### src/rtl/best_move_selector.sv
// Picks the highest-scoring candidate move from a stream of gain beats, with early exit when all clauses are satisfied.
// Optional macro RANDOM_TIE_BREAK_EN: an 8-bit LFSR breaks ties instead of keeping the first-seen candidate.
module best_move_selector #(
  parameter int MAXIMUM_BIT_WIDTH_OF_CLAUSES_INDEX = 2,
  parameter int MAXIMUM_BIT_WIDTH_OF_MOVE_INDEX    = 3,
  localparam int C = MAXIMUM_BIT_WIDTH_OF_CLAUSES_INDEX,
  localparam int M = MAXIMUM_BIT_WIDTH_OF_MOVE_INDEX,
  localparam int G = C + 1
) (
  input  logic         in_clk,
  input  logic         in_reset,
  input  logic         in_start,
  input  logic [M:0]   in_candidate_count,
  input  logic [G-1:0] in_current_satisfied,
  input  logic         in_gain_valid,
  input  logic [M-1:0] in_move_index,
  input  logic [G-1:0] in_number_of_satisfied_clauses,
  output logic         out_gain_ready,
  output logic         out_done,
  output logic [M-1:0] out_best_move_index,
  output logic [G-1:0] out_best_number_of_satisfied_clauses,
  output logic         out_improved,
  output logic         out_solution_found
);

  typedef enum logic [1:0] {
    IDLE    = 2'd0,
    COLLECT = 2'd1,
    DONE    = 2'd2
  } state_t;

  localparam logic [G-1:0] ALL_CLAUSES = {1'b1, {C{1'b0}}};

  state_t       state_q;
  logic [M:0]   beatCount_q;
  logic [M:0]   beatCount_d;
  logic [M:0]   count_q;
  logic [G-1:0] baseline_q;
  logic [M-1:0] bestIndex_q;
  logic [G-1:0] bestScore_q;
  logic         improved_q;
  logic         solution_q;
  logic         done_q;

  logic beatAccept;
  logic firstBeat;
  logic lastBeat;
  logic isSolution;
  logic isTie;
  logic tieWin;
  logic takeGain;

`ifdef RANDOM_TIE_BREAK_EN
  // Fibonacci LFSR for x^8+x^6+x^5+x^4+1, free-running so tie outcomes depend on cycle position.
  logic [7:0] lfsr_q;

  always_ff @(posedge in_clk or negedge in_reset) begin
    if (!in_reset) begin
      lfsr_q <= 8'h01;
    end else begin
      lfsr_q <= {lfsr_q[6:0], lfsr_q[7] ^ lfsr_q[5] ^ lfsr_q[4] ^ lfsr_q[3]};
    end
  end

  assign tieWin = lfsr_q[0];
`else
  assign tieWin = 1'b0;
`endif

  // Ready is withheld once the latched count is exhausted, which also covers empty rounds.
  assign out_gain_ready = (state_q == COLLECT) && (beatCount_q < count_q);
  assign beatAccept     = in_gain_valid && out_gain_ready;
  assign beatCount_d    = beatCount_q + 1'b1;
  assign firstBeat      = (beatCount_q == '0);
  assign lastBeat       = (beatCount_d == count_q);
  assign isSolution     = (in_number_of_satisfied_clauses >= ALL_CLAUSES);
  assign isTie          = (in_number_of_satisfied_clauses == bestScore_q) && !firstBeat;
  assign takeGain       = firstBeat || isSolution
                        || (in_number_of_satisfied_clauses > bestScore_q)
                        || (isTie && tieWin);

  always_ff @(posedge in_clk or negedge in_reset) begin
    if (!in_reset) begin
      state_q     <= IDLE;
      beatCount_q <= '0;
      count_q     <= '0;
      baseline_q  <= '0;
      bestIndex_q <= '0;
      bestScore_q <= '0;
      improved_q  <= 1'b0;
      solution_q  <= 1'b0;
      done_q      <= 1'b0;
    end else begin
      done_q <= 1'b0;
      case (state_q)
        IDLE, COLLECT: begin
          if (in_start) begin
            state_q     <= COLLECT;
            beatCount_q <= '0;
            count_q     <= in_candidate_count;
            baseline_q  <= in_current_satisfied;
            bestIndex_q <= '0;
            bestScore_q <= '0;
            improved_q  <= 1'b0;
            solution_q  <= 1'b0;
          end else if (state_q == COLLECT) begin
            if (count_q == '0) begin
              state_q <= DONE;
              done_q  <= 1'b1;
            end else if (beatAccept) begin
              beatCount_q <= beatCount_d;
              if (takeGain) begin
                bestIndex_q <= in_move_index;
                bestScore_q <= in_number_of_satisfied_clauses;
                improved_q  <= (in_number_of_satisfied_clauses > baseline_q);
                solution_q  <= isSolution;
              end
              if (isSolution || lastBeat) begin
                state_q <= DONE;
                done_q  <= 1'b1;
              end
            end
          end
        end
        DONE: begin
          state_q <= IDLE;
        end
        default: begin
          state_q <= IDLE;
        end
      endcase
    end
  end

  assign out_done                             = done_q;
  assign out_best_move_index                  = bestIndex_q;
  assign out_best_number_of_satisfied_clauses = bestScore_q;
  assign out_improved                         = improved_q;
  assign out_solution_found                   = solution_q;

endmodule
### config.mk
export PLATFORM = sky130hd
export DESIGN_NAME = best_move_selector
export DESIGN_NICKNAME = d
export VERILOG_FILES = /design/src/rtl/best_move_selector.sv
export SDC_FILE = /design/constraint.sdc
export NUM_CORES = 1
export LEC_CHECK = 0
export BUFFER_PORTS_ARGS = -buffer_cell sky130_fd_sc_hd__buf_2
export CAP_MARGIN = 10
export CORE_MARGIN = 2
export CORE_UTILIZATION = 40
export DETAILED_ROUTE_END_ITERATION = 10
export PLACE_DENSITY = 0.7
export SETUP_SLACK_MARGIN = 0.02
export SLEW_MARGIN = 0
export SYNTH_ARGS = -nofsm -noshare
export SYNTH_HDL_FRONTEND = slang
export SYNTH_SLANG_ARGS = --single-unit
### constraint.sdc
create_clock -name in_clk -period 2.7 [get_ports in_clk]
set_clock_uncertainty 0.05 [all_clocks]
set_input_delay 0.675 -clock in_clk [delete_from_list [all_inputs] [get_ports in_clk]]
set_output_delay 0.675 -clock in_clk [all_outputs]
set_load 0.05 [all_outputs]
==> results.sh <==
export IMPL_status="complete, no violations"
export IMPL_die_h_um=64.3
export IMPL_clk_path_buf_depth=2
export IMPL_synth_area_leaders="dfrtp_1 (38%), ha_1 (10%), o311ai_2 (6.7%), inv_1 (4.7%), nand2_1 (3.9%)"
export IMPL_grt_max_degree=23
export IMPL_synth_avg_cell_area_um2=9.95
export IMPL_worst_slew_pin_slew_ns=0.506
export IMPL_period_minus_slack_ns=2.53
export IMPL_yosys_register_bits=22
export IMPL_via_per_inst=5.30
export IMPL_drv_slew=0
export IMPL_dr_pass1_iters=4
export IMPL_grt_first_pass_wirelength_um=5180
export IMPL_ys_warn_count=0
export IMPL_drc_errors=0
export IMPL_antenna_found_initial=0
export IMPL_setup_tns_ns=0
export IMPL_hold_class="input pin to async pin"
export IMPL_first_global_vias=1155
export IMPL_crit_path_start_kind="register"
export IMPL_antenna_cells=0
export IMPL_die_area_um2=4130
export IMPL_cp_required_ns=1.98
export IMPL_crit_path_end_kind="output port"
export IMPL_avgRoutedWirePerCell_um=13.5
export IMPL_critPathSlowestCell="dfrtp_1"
export IMPL_cts_reportedPaths_clkPinSlew_ns=0.12
export IMPL_synth_cells=146
export IMPL_yosys_cell_count_top_type="dfrtp_1"
export IMPL_chipWidth_um=64.3
export IMPL_drive_above_1_share=0.316
export IMPL_cts_hold_buf=0
export IMPL_hold_violations=0
export IMPL_final_cell_area_um2=1640
export IMPL_pwr_share_comb=0.500
export IMPL_busiest_layer="met2"
export IMPL_dp_worst_setup_slack_ns=0.335
export IMPL_cts_sinks=22
export IMPL_n_fill_cell=346
export IMPL_slowest_delay_ns=0.42
export IMPL_syn_area_um2=1450
export IMPL_dr_total_vias=1151
export IMPL_clock_latency_ns=0.30
export IMPL_max_freq_ghz=0.395
export IMPL_power_frac_seq=0.376
export IMPL_holdWs_ns=0.268
export IMPL_power_share_clock=0.124
export IMPL_cp_data_arrival_time_ns=1.80
export IMPL_fin_crit_sh=0.937
export IMPL_rsz0062_at_grt="false"
export IMPL_relSlewSlack=0.662
export IMPL_routed_wl_um=2930
export IMPL_synth_seq_area_share=0.379
export IMPL_crit_fanout=4
export IMPL_fin_nets=202
export IMPL_post_dp_cell_area_um2=1620
export IMPL_gr_total_overflow=0
export IMPL_gp_routability_congestion=0.831
export IMPL_synth_top_cells_by_count="dfrtp_1 (22), inv_1 (18), nand2_1 (15)"
export IMPL_drt_iter0_markers=97
export IMPL_critPathBufInv=2
export IMPL_finalSetupViolCount=0
export IMPL_htree_levels=1
export IMPL_power_switching_share=0.448
export IMPL_path_class="register to output port"
export IMPL_cts_root_buffer="clkbuf_4"
export IMPL_multiInputGateArea_um2=790
export IMPL_synthesis_nets=175
export IMPL_core_um2=3420
export IMPL_met1_usage=0.213
export IMPL_async_reset_ff_frac=1.00
export IMPL_cts_buffers=3
export IMPL_start_util=0.425
export IMPL_antenna_left=0
export IMPL_cts_tree="done"
export IMPL_utilization=0.481
export IMPL_port_buffers=26
export IMPL_register_area_um2=552
export IMPL_synth_cell_types=39
export IMPL_area_delta_synth_final_pct=13.2
export IMPL_crit_family="flip-flops"
export IMPL_power_density_nw_per_um2=733
export IMPL_crit_chain="inv_1 -> ha_1 -> nand2b_1 -> a21oi_1 -> nor3_2 -> buf_4"
export IMPL_grt_usage=0.158
export IMPL_met2_usage=0.266
export IMPL_yosys_area_top_type="dfrtp_1"
export IMPL_fin_ws_ns=0.170
export IMPL_num_rows=21
export IMPL_synth_top_area_share=0.379
export IMPL_io_pins=27
export IMPL_synth_edf_count=0
export IMPL_ir_worst_vdd_uv=381
export IMPL_power_leakage_uw=0.000778
export IMPL_switchingPower_uw=540
export IMPL_cellInternalPower_uw=665
export IMPL_dpl_hpwl_um=2320
export IMPL_maxCapViolations=0
export IMPL_use_met3=0.0352
export IMPL_ys_flop_type="dfrtp_1"
[cell usage in the layout, fill, tap and decap left out, types with 2 or more instances in the layout]
cell      Yosys  final
o21ai_0       8      8
clkbuf_4      0      3
a31o_2        2      2
o221ai_2      2      2
mux2_2        2      2
o311ai_2      6      6
nand4_1       3      3
nand3_1       7      7
buf_2         1     25
a21oi_1       2      2
nor2b_1       2      2
xor2_1        2      2
o21ai_1       2      2
nand2b_1      3      3
and3_1        2      2
ha_1         12     12
dfrtp_1      22     21
nand2_1      15     15
nor3_1        3      2
nor2_1        5      5
buf_4         0      4
xnor2_1       3      3
inv_1        18     18
nor3b_1       3      3
[per-stage QoR]
stage | std cells | power, uW
4_1_cts | 217 | 1210
3_3_place_gp | 214 | 1040
5_1_grt | 217 | 1300
2_1_floorplan | 146 | 938
6_report | 217 | 1200
3_5_place_dp | 214 | 1060
[what timing repair did]
item / 4_1_cts / 5_1_grt
gates resized for setup: 0 / 3
buffers inserted: 0 / 0
setup endpoints to repair: 0 / 1
[layer usage]
layer	part of all wire	vias up	routed length, um
met2	0.49	37	1430
met4	0.0044	0	13
met1	0.45	547	1330
li1	-	565	-
met5	0	-	0
met3	0.052	2	151
[flip-flops by register name (all words and copies together) (netlist names)]
register / cells
out_solution_found: 1
baseline_q: 3
out_improved: 1
state_q: 2
out_best_move_index: 3
out_done: 1
out_best_number_of_satisfied_clauses: 3
count_q: 4
beatCount_q: 4
[final cells by class]
| cell class | count | share of cell area |
|---|---|---|
| inverters | 18 | 0.0411 |
| well taps | 46 | 0.0350 |
| multi-input cells | 99 | 0.480 |
| clock buffers | 3 | 0.0137 |
| repair buffers | 29 | 0.0944 |
| flip-flops and latches | 22 | 0.336 |
[power groups by stage]
stage                     sequential [uW]  combinational, uW  clock [uW]
final                                 453                603         150
after global routing                  465                665         174
after CTS                             454                604         156
after detailed placement              460                602           0
after global placement                455                583           0
after floorplan                       560                377           0
[worst paths after layout]
check / start / endpoint / slack (ns) / cells past startpoint
setup / recovery: beatCount_q[0]$_DFFE_PN0P_ / out_gain_ready / 0.17 / 6
hold / removal: in_reset / out_solution_found$_DFFE_PN0P_ / 0.27 / 1
max in group asynchronous: in_reset / beatCount_q[2]$_DFFE_PN0P_ / 1.97 / 1
hold reg to reg: baseline_q[0]$_DFFE_PN0P_ / baseline_q[0]$_DFFE_PN0P_ / 0.48 / 1
setup reg to reg: beatCount_q[3]$_DFFE_PN0P_ / out_best_number_of_satisfied_clauses[2]$_DFFE_PN0P_ / 0.58 / 5
min in group in_clk: baseline_q[0]$_DFFE_PN0P_ / baseline_q[0]$_DFFE_PN0P_ / 0.48 / 1
[kinds of logic after synthesis]
group                    count (synthesis)  share of synthesized area
multiplexers                             3                     0.0224
flip-flops                              22                      0.379
AND/OR/NAND/NOR                         50                      0.200
buffers and inverters                   25                     0.0810
XOR/XNOR                                 5                     0.0302
adder cells (fa/ha/maj)                 12                      0.103
AO/OA/AOI/OAI                           29                      0.184
No activity file was read; power rests on OpenSTA's default activity.
